===== config.mk =====
export PLATFORM = sky130hd
export DESIGN_NAME = m24c16_seq_ctrl
export DESIGN_NICKNAME = d
export VERILOG_FILES = /design/src/rtl/m24c16_seq_pkg.sv /design/src/rtl/m24c16_seq_ctrl.sv
export SDC_FILE = /design/constraint.sdc
export NUM_CORES = 1
export LEC_CHECK = 0
export ABC_AREA = 1
export CORE_MARGIN = 3
export CORE_UTILIZATION = 30
export CTS_CLUSTER_SIZE = 40
export DETAILED_ROUTE_END_ITERATION = 16
export MAX_ROUTING_LAYER = met4
export SLEW_MARGIN = 5
export SYNTH_ARGS = -nofsm -noshare
export SYNTH_HDL_FRONTEND = slang
export SYNTH_SLANG_ARGS = --single-unit

===== constraint.sdc =====
create_clock -name clock -period 2.05 [get_ports clock]
set_input_delay 0.41 -clock clock [delete_from_list [all_inputs] [get_ports clock]]
set_output_delay 0.41 -clock clock [all_outputs]
set_load 0.005 [all_outputs]

===== src/rtl/m24c16_seq_pkg.sv =====
// Shared definitions for the 24Cxx transaction sequencer: state encoding and
// device-select constants.
package m24c16_seq_pkg;

    typedef enum logic [3:0] {
        S_IDLE,
        S_DEVW,
        S_ADDR,
        S_WDATA,
        S_POLL,
        S_DEVR,
        S_RDATA,
        S_FIN,
        S_ERR
    } state_t;

    localparam logic [3:0] DEV_CODE_DEFAULT = 4'hA;
    localparam logic       RW_WRITE         = 1'b0;
    localparam logic       RW_READ          = 1'b1;

endpackage


===== src/rtl/m24c16_seq_ctrl.sv =====
// Sequencer turning one host read/write command into byte-engine steps, with
// page splitting and ACK polling after every page write.
module m24c16_seq_ctrl
    import m24c16_seq_pkg::*;
#(
    parameter int         ADDR_W    = 11,
    parameter int         PAGE_SIZE = 16,
    parameter int         POLL_MAX  = 1023,
    parameter logic [3:0] DEV_CODE  = DEV_CODE_DEFAULT
) (
    input  logic              clock,
    input  logic              reset,
    input  logic              cmd_valid,
    output logic              cmd_ready,
    input  logic              cmd_write,
    input  logic [ADDR_W-1:0] cmd_addr,
    input  logic [7:0]        cmd_len,
    input  logic [7:0]        wr_data,
    input  logic              wr_valid,
    output logic              wr_ready,
    output logic [7:0]        rd_data,
    output logic              rd_valid,
    output logic              eng_req,
    output logic [7:0]        eng_byte,
    output logic              eng_read,
    output logic              eng_start,
    output logic              eng_ack,
    output logic              eng_stop,
    input  logic              eng_done,
    input  logic              eng_nack,
    input  logic [7:0]        eng_rdata,
    output logic              busy,
    output logic              done,
    output logic              error,
    output logic [8:0]        bytes_done
);

    localparam int PAGE_W = $clog2(PAGE_SIZE);
    localparam int POLL_W = $clog2(POLL_MAX + 1);

    state_t            state, next;
    logic [ADDR_W-1:0] addr;
    logic [8:0]        left;
    logic [POLL_W-1:0] poll_cnt;
    logic              is_write;

    logic       issue, step_end, last, page_end;
    logic [2:0] blk;
    logic [7:0] devsel_w, devsel_r, st_byte;
    logic       st_read, st_start, st_ack, st_stop;

    assign blk      = 3'(addr >> 8);
    assign devsel_w = {DEV_CODE, blk, RW_WRITE};
    assign devsel_r = {DEV_CODE, blk, RW_READ};
    assign last     = (left == 9'd1);
    assign page_end = &addr[PAGE_W-1:0];
    assign step_end = eng_req && eng_done;
    assign busy     = (state != S_IDLE);

    // Each step state launches its step whenever no step is in flight; the
    // cycle eng_req drops after completion provides the mandatory gap.
    always_comb begin
        next      = state;
        issue     = 1'b0;
        st_byte   = 8'h00;
        st_read   = 1'b0;
        st_start  = 1'b0;
        st_ack    = 1'b0;
        st_stop   = 1'b0;
        cmd_ready = 1'b0;
        wr_ready  = 1'b0;
        done      = 1'b0;
        case (state)
            S_IDLE: begin
                cmd_ready = 1'b1;
                if (cmd_valid) next = S_DEVW;
            end
            S_DEVW: begin
                issue    = !eng_req;
                st_byte  = devsel_w;
                st_start = 1'b1;
                st_ack   = 1'b1;
                if (step_end) next = eng_nack ? S_ERR : S_ADDR;
            end
            S_ADDR: begin
                issue   = !eng_req;
                st_byte = addr[7:0];
                st_ack  = 1'b1;
                if (step_end) next = eng_nack ? S_ERR : (is_write ? S_WDATA : S_DEVR);
            end
            S_WDATA: begin
                wr_ready = !eng_req && wr_valid;
                issue    = wr_ready;
                st_byte  = wr_data;
                st_ack   = 1'b1;
                st_stop  = last || page_end;
                if (step_end) next = eng_nack ? S_ERR : (eng_stop ? S_POLL : S_WDATA);
            end
            S_POLL: begin
                issue    = !eng_req;
                st_byte  = devsel_w;
                st_start = 1'b1;
                st_ack   = 1'b1;
                st_stop  = 1'b1;
                if (step_end) begin
                    if (eng_nack) next = (poll_cnt == POLL_W'(POLL_MAX)) ? S_ERR : S_POLL;
                    else          next = (left != 9'd0) ? S_DEVW : S_FIN;
                end
            end
            S_DEVR: begin
                issue    = !eng_req;
                st_byte  = devsel_r;
                st_start = 1'b1;
                st_ack   = 1'b1;
                if (step_end) next = eng_nack ? S_ERR : S_RDATA;
            end
            S_RDATA: begin
                issue   = !eng_req;
                st_read = 1'b1;
                st_ack  = !last;
                st_stop = last;
                if (step_end && last) next = S_FIN;
            end
            S_FIN: begin
                done = 1'b1;
                next = S_IDLE;
            end
            S_ERR: begin
                issue   = !eng_req;
                st_stop = 1'b1;
                if (step_end) next = S_FIN;
            end
            default: next = S_IDLE;
        endcase
    end

    always_ff @(posedge clock or posedge reset) begin
        if (reset) begin
            state      <= S_IDLE;
            addr       <= '0;
            left       <= '0;
            poll_cnt   <= '0;
            is_write   <= 1'b0;
            eng_req    <= 1'b0;
            eng_byte   <= 8'h00;
            eng_read   <= 1'b0;
            eng_start  <= 1'b0;
            eng_ack    <= 1'b0;
            eng_stop   <= 1'b0;
            rd_data    <= 8'h00;
            rd_valid   <= 1'b0;
            error      <= 1'b0;
            bytes_done <= '0;
        end else begin
            state    <= next;
            rd_valid <= 1'b0;
            if (issue) begin
                eng_req   <= 1'b1;
                eng_byte  <= st_byte;
                eng_read  <= st_read;
                eng_start <= st_start;
                eng_ack   <= st_ack;
                eng_stop  <= st_stop;
            end else if (step_end) begin
                eng_req <= 1'b0;
            end
            if (state == S_IDLE && cmd_valid) begin
                is_write   <= cmd_write;
                addr       <= cmd_addr;
                left       <= 9'(cmd_len) + 9'd1;
                poll_cnt   <= '0;
                error      <= 1'b0;
                bytes_done <= '0;
            end
            if (step_end && ((state == S_WDATA && !eng_nack) || state == S_RDATA)) begin
                addr <= addr + 1'b1;
                left <= left - 9'd1;
                if (bytes_done != 9'd256) bytes_done <= bytes_done + 9'd1;
            end
            if (step_end && state == S_RDATA) begin
                rd_data  <= eng_rdata;
                rd_valid <= 1'b1;
            end
            if (step_end && state == S_POLL)
                poll_cnt <= eng_nack ? poll_cnt + 1'b1 : '0;
            if (step_end && state == S_ERR)
                error <= 1'b1;
        end
    end

endmodule


==> Word-level counts from Yosys, hierarchy flattened <==
Cells that the tools add are included.
{ "totals": {"wordCells": 109, "input_bits": 42, "out_inout_bits": 36, "reg_bits": 67} }
{ "classes": {"eq_ne": 19, "addsub": 5, "n_reduce_logical": 28, "n_mux": 42} }
{ "op_table": {"columns": ["cell", "n"], "rows": [
  ["$mux W4", 14],
  ["$mux W9", 5],
  ["$pmux W4 S8", 1],
  ["$pmux W8 S4", 1],
  ["$mux W10", 3],
  ["$mux W11", 2],
  ["$eq A4 B3 Y1 const B", 4],
  ["$ne A2 B2 Y1 const B", 8],
  ["$add A11 B1 Y11 const B", 1],
  ["$add A10 B1 Y10 const B", 1],
  ["$eq A10 B10 Y1 const B", 1],
  ["$mux W1", 10],
  ["$add A8 B1 Y9 const B", 1],
  ["$add A9 B1 Y9 const B", 1],
  ["$eq A9 B1 Y1 const B", 1],
  ["$logic_and A1 B1 Y1", 9],
  ["$mux W3", 3],
  ["$ne A9 B9 Y1 const B", 1],
  ["$reduce_bool A9 Y1", 1],
  ["$sub A9 B1 Y9 const B", 1],
  ["$eq A4 B2 Y1 const B", 2],
  ["$reduce_and A8 Y1", 1],
  ["$reduce_bool A2 Y1", 4],
  ["$reduce_or A6 Y1", 1],
  ["12 further kinds", 17]
]} }

==> Depth between registers and ports, before layout <==
{ "logic_depth": {"word_depth": 5, "mapped_depth": 11, "mapped_depth_nobuf": 11} }

==> Worst setup path after synthesis <==
Ideal clock, no wire load.
{ "synth_path": {"path_type": "register -> register", "from": "reg state[3]", "to": "reg left[7]", "setup_slack_ns": 0.529, "synth_period_minus_slack_ns": 1.521, "stages_incl_launch_ff": 11, "path_buffers": 2, "arrival_time_ns": 1.403, "setup_time_ns": 0.117, "t_required_ns": 1.933, "path_cell_list": "dfrtp_1 -> inv_1 -> nand2_1 -> nor2_2 -> nand2_4 -> nand2_2 -> buf_6 -> buf_6 -> nand3_1 -> nand3_1 -> nand2_1"} }
{ "synth_via": {"elab_chain_len": 5, "elab_cells_between_ends": 9, "classes_between": "eq/ne: 2; mux: 1; reduce/logical: 6"} }
{ "synth_rtl": {"columns": ["item", "line_no", "text"], "rows": [
  ["from (decl)", "m24c16_seq_ctrl.sv:41", "state_t state, next;"],
  ["from (signal assigned)", "m24c16_seq_ctrl.sv:155", "state <= next;"],
  ["$eq A4 B2 Y1", "m24c16_seq_ctrl.sv:175", "if (step_end && ((state == S_WDATA && !eng_nack) || state == S_RDATA)) begin"],
  ["$logic_and A1 B1 Y1", "m24c16_seq_ctrl.sv:175", null],
  ["$logic_or A1 B1 Y1", "m24c16_seq_ctrl.sv:175", null],
  ["$logic_and A1 B1 Y1", "m24c16_seq_ctrl.sv:175", null],
  ["$mux W9 / $reduce_bool A2 Y1 (equally long branches)", null, null],
  ["to (signal assigned)", "m24c16_seq_ctrl.sv:170", "left <= 9'(cmd_len) + 9'd1;"],
  ["to (signal assigned)", "m24c16_seq_ctrl.sv:177", "left <= left - 9'd1;"],
  ["to (decl)", "m24c16_seq_ctrl.sv:43", "logic [8:0] left;"]
]} }
Parallel ways exist; a longest one is shown, timed or not.
A chain may end at the register's enable or synchronous reset.

==> Worst setup path in the final report <==
{ "layout_path": {"from": "reg state[0]", "to": "out cmd_ready"} }
{ "layout_via": {"elab_chain_len": 2} }
{ "layout_rtl": {"columns": ["item", "line_no", "text"], "rows": [
  ["$logic_not A4 Y1", "m24c16_seq_ctrl.sv:73", "case (state)"],
  ["$mux W1", "m24c16_seq_ctrl.sv:73", null],
  ["to (decl)", "m24c16_seq_ctrl.sv:14", "output logic cmd_ready,"]
]} }
Every way passes these cells.

==> results.json <==
{
  "status": "finished, final reports clean",
  "ys_seq_area_share_pct": 41.0,
  "initialDrtViolationCount": 199,
  "synth-adder-area-share_pct": 2.45,
  "finalHoldViolations": 0,
  "crit_path_class": "reg2out",
  "drc_errors": 0,
  "leak_pwr_nw": 2.69,
  "post-dp-hpwl_mm": 8.53,
  "synth.yosys.warnings": 0,
  "unique_cell_type_count_in_the_yosys_netlist": 32,
  "synth_fp_nets": 628,
  "synth.largest_area_cell": "dfrtp_1",
  "wp_data_arrival_ns": 1.58,
  "critPathLaunchType": "flip-flop",
  "synthDominantCellAreaShare_pct": 41.0,
  "track_usage_pct": 16.2,
  "maximum_buffer_depth_of_the_clock_tree": 2,
  "finClkSkew_ns": 0.00784,
  "nNetsFinal": 727,
  "chipHeight_um": 123,
  "postCtsHoldBufs": 0,
  "power_per_cell_area_nw_per_um2": 1180,
  "max_cap_violations": 0,
  "setup.worst_path.end_class": "primary output",
  "die_area_sq_um": 15100,
  "final_antenna_net_count": 0,
  "synth_compound_gate_area_share_pct": 9.62,
  "cts_num_sinks": 67,
  "cts_tree": "built",
  "core_area_sq_um": 13300,
  "final_wirelength_mm": 11.3,
  "critical_path.max_fanout": 4,
  "period_share_pct": 97.0,
  "placement.setup.worst_slack_ns": 0.00758,
  "grt_first_pass_wirelength_mm": 19.1,
  "drive_gt1_share_pct": 9.82,
  "grt_start_max_net_pins": 31,
  "relative_slew_slack_pct": 68.7,
  "routabilityCongestion": 0.917,
  "num_rows": 42,
  "drt_first_pass_iters": 4,
  "grt-ovfl-total": 0,
  "final.setup.worst_slack_ns": 0.0624,
  "post-layout-total-power_mw": 6.57,
  "number_of_global_route_vias_before_repair": 4030,
  "ir_worst_vdd_v": 0.000473,
  "synth-seq-cells": 67,
  "wl_per_cell_um": 13.1,
  "muxShareOfSynthArea_pct": 0,
  "syn_inst": 578,
  "crit_required_ns": 1.64,
  "most_common_cell_after_layout_fill_and_taps_aside": "nand2_1",
  "area_growth_synth_to_finish_pct": 36.8,
  "hold_class": "in2async",
  "final_max_slew_viol_count": 0,
  "synth_top_family_by_area": "simple AND/OR/NAND/NOR gates",
  "antenna_found_initial": 0,
  "horiz_die_dim_um": 123,
  "floorplan.initialDensity_pct": 30.7,
  "clk_root_buffer_cell": "clkbuf_16",
  "fmaxAchievable_mhz": 503,
  "clock_latency_ns": 0.33,
  "yosys.area_share.simple_pct": 35.7,
  "synth.cell_area_sq_um": 4090,
  "clk_transition_reported_paths_ns": 0.06,
  "cts-buffers-inserted": 9,
  "setup_viol_count_final": 0,
  "insertedDiodeCount": 0,
  "design.portCount": 78,
  "timing.final.crit_period_ns": 1.99,
  "routed-via-count": 4042,
  "worstMarginPinSlew_ns": 0.468,
  "synth_area_leaders": "dfrtp_1, nand2_1, nand3_1",
  "post_synth_xor_area_fraction_pct": 4.07,
  "port_buffers": 77,
  "postSynthAreaPerCell_sq_um": 7.07,
  "viasPerCell": 4.71,
  "layout_common_cells": "nand2_1, clkdlybuf4s50_1, dfrtp_1",
  "cts.htree.levels": 3
}
==> state kept, by name, indices dropped and copies added, names as in the netlist <==
name,cells
addr,11
eng_ack,1
rd_data,8
bytes_done,9
state,4
rd_valid,1
eng_byte,8
left,9
is_write,1
poll_cnt,10
eng_stop,1
error,1
eng_req,1
eng_read,1
eng_start,1
==> critical path, cell delays in order, from the launching register on <==
cell,delay [ns]
dfrtp_2,0.45
nor2_4,0.15
nand2_4,0.07
inv_2,0.08
clkdlybuf4s50_1,0.50
==> area by class of cell <==
type	count	area, sq um
Fill cell	1353	7710
Multi-Input combinational cell	442	2140
Sequential cell	67	1680
Timing Repair Buffer	100	1010
Clock buffer	9	225
Tap cell	176	220
Inverter	57	218
Clock inverter	7	92.6
==> metal layers <==
metal	global-route usage (%)	vias to the layer above	wire length (um)
met1	20.7	1874	5190
met2	25.9	95	5360
li1	-	2057	-
met5	-	-	0
met3	3.04	16	498
met4	5.53	0	195
==> synthesized netlist by cell type <==
cell      number
o21ai_1        8
o22ai_1        5
nand3_1       46
inv_1         53
buf_2          6
xor2_1        16
o211ai_2       1
dfrtp_1       67
buf_6          3
nand2_2        3
a22o_1         1
nor2_2         4
buf_4          1
nand3b_1       3
clkbuf_1       2
clkinv_1       1
nand2_4        3
o211ai_1       4
nand2_1      212
a21o_1         1
o21ai_0       33
xnor2_1        3
a21oi_1       12
ha_1           8
inv_2          3
nor2_1        54
o31ai_1        5
nor3_1         6
or2_2          3
nor4_1         1
nor2_4         2
nand4_1        8
==> path summary, 6_finish.rpt <==
path | start | slack [ns] | cells after the start | to
max | state[0]$_DFFE_PP0P_ | 0.06 | 4 | cmd_ready
min | reset | 0.45 | 2 | left[0]$_DFFE_PP0P_
max reg2reg | state[0]$_DFFE_PP0P_ | 0.24 | 10 | state[1]$_DFFE_PP0P_
min reg2reg | eng_ack$_DFFE_PP0P_ | 0.48 | 2 | eng_ack$_DFFE_PP0P_
max in group asynchronous | reset | 1.09 | 3 | state[3]$_DFFE_PP0P_
min in group clock | eng_ack$_DFFE_PP0P_ | 0.48 | 2 | eng_ack$_DFFE_PP0P_
==> power by group <==
part           switching [mW]  internal, mW  total [mW]
clock network           0.592          1.06        1.65
logic                    1.57          1.22        2.79
registers               0.384          1.74        2.13
total                    2.54          4.03        6.57
==> timing repair <==
action,4_1_cts,5_1_grt
pin swaps,0,1
gates resized for setup,7,6
setup buffers,4,3
endpoints found under the setup margin,2,3
==> kinds of logic (layout without fill, tap and decap cells) <==
logic type / count (synthesis) / after routing
xor+xnor: 19 / 19
compound gates: 70 / 70
buf+inv: 69 / 173
fa+ha+maj: 8 / 8
simple gates: 345 / 345
flops: 67 / 67
==> stage by stage <==
step	instances	util, %	hold slack [ns]	instance area, sq um	TNS [ns]
global placement	835	39.0	0.460	5180	0
CTS	855	41.7	0.462	5550	0
detailed placement	835	39.0	0.467	5180	0
finish	858	42.0	0.452	5590	0
global route	858	42.0	0.478	5590	-0.00816
floorplan	578	-	0.465	4090	0
No activity file was read; power rests on OpenSTA's default activity.
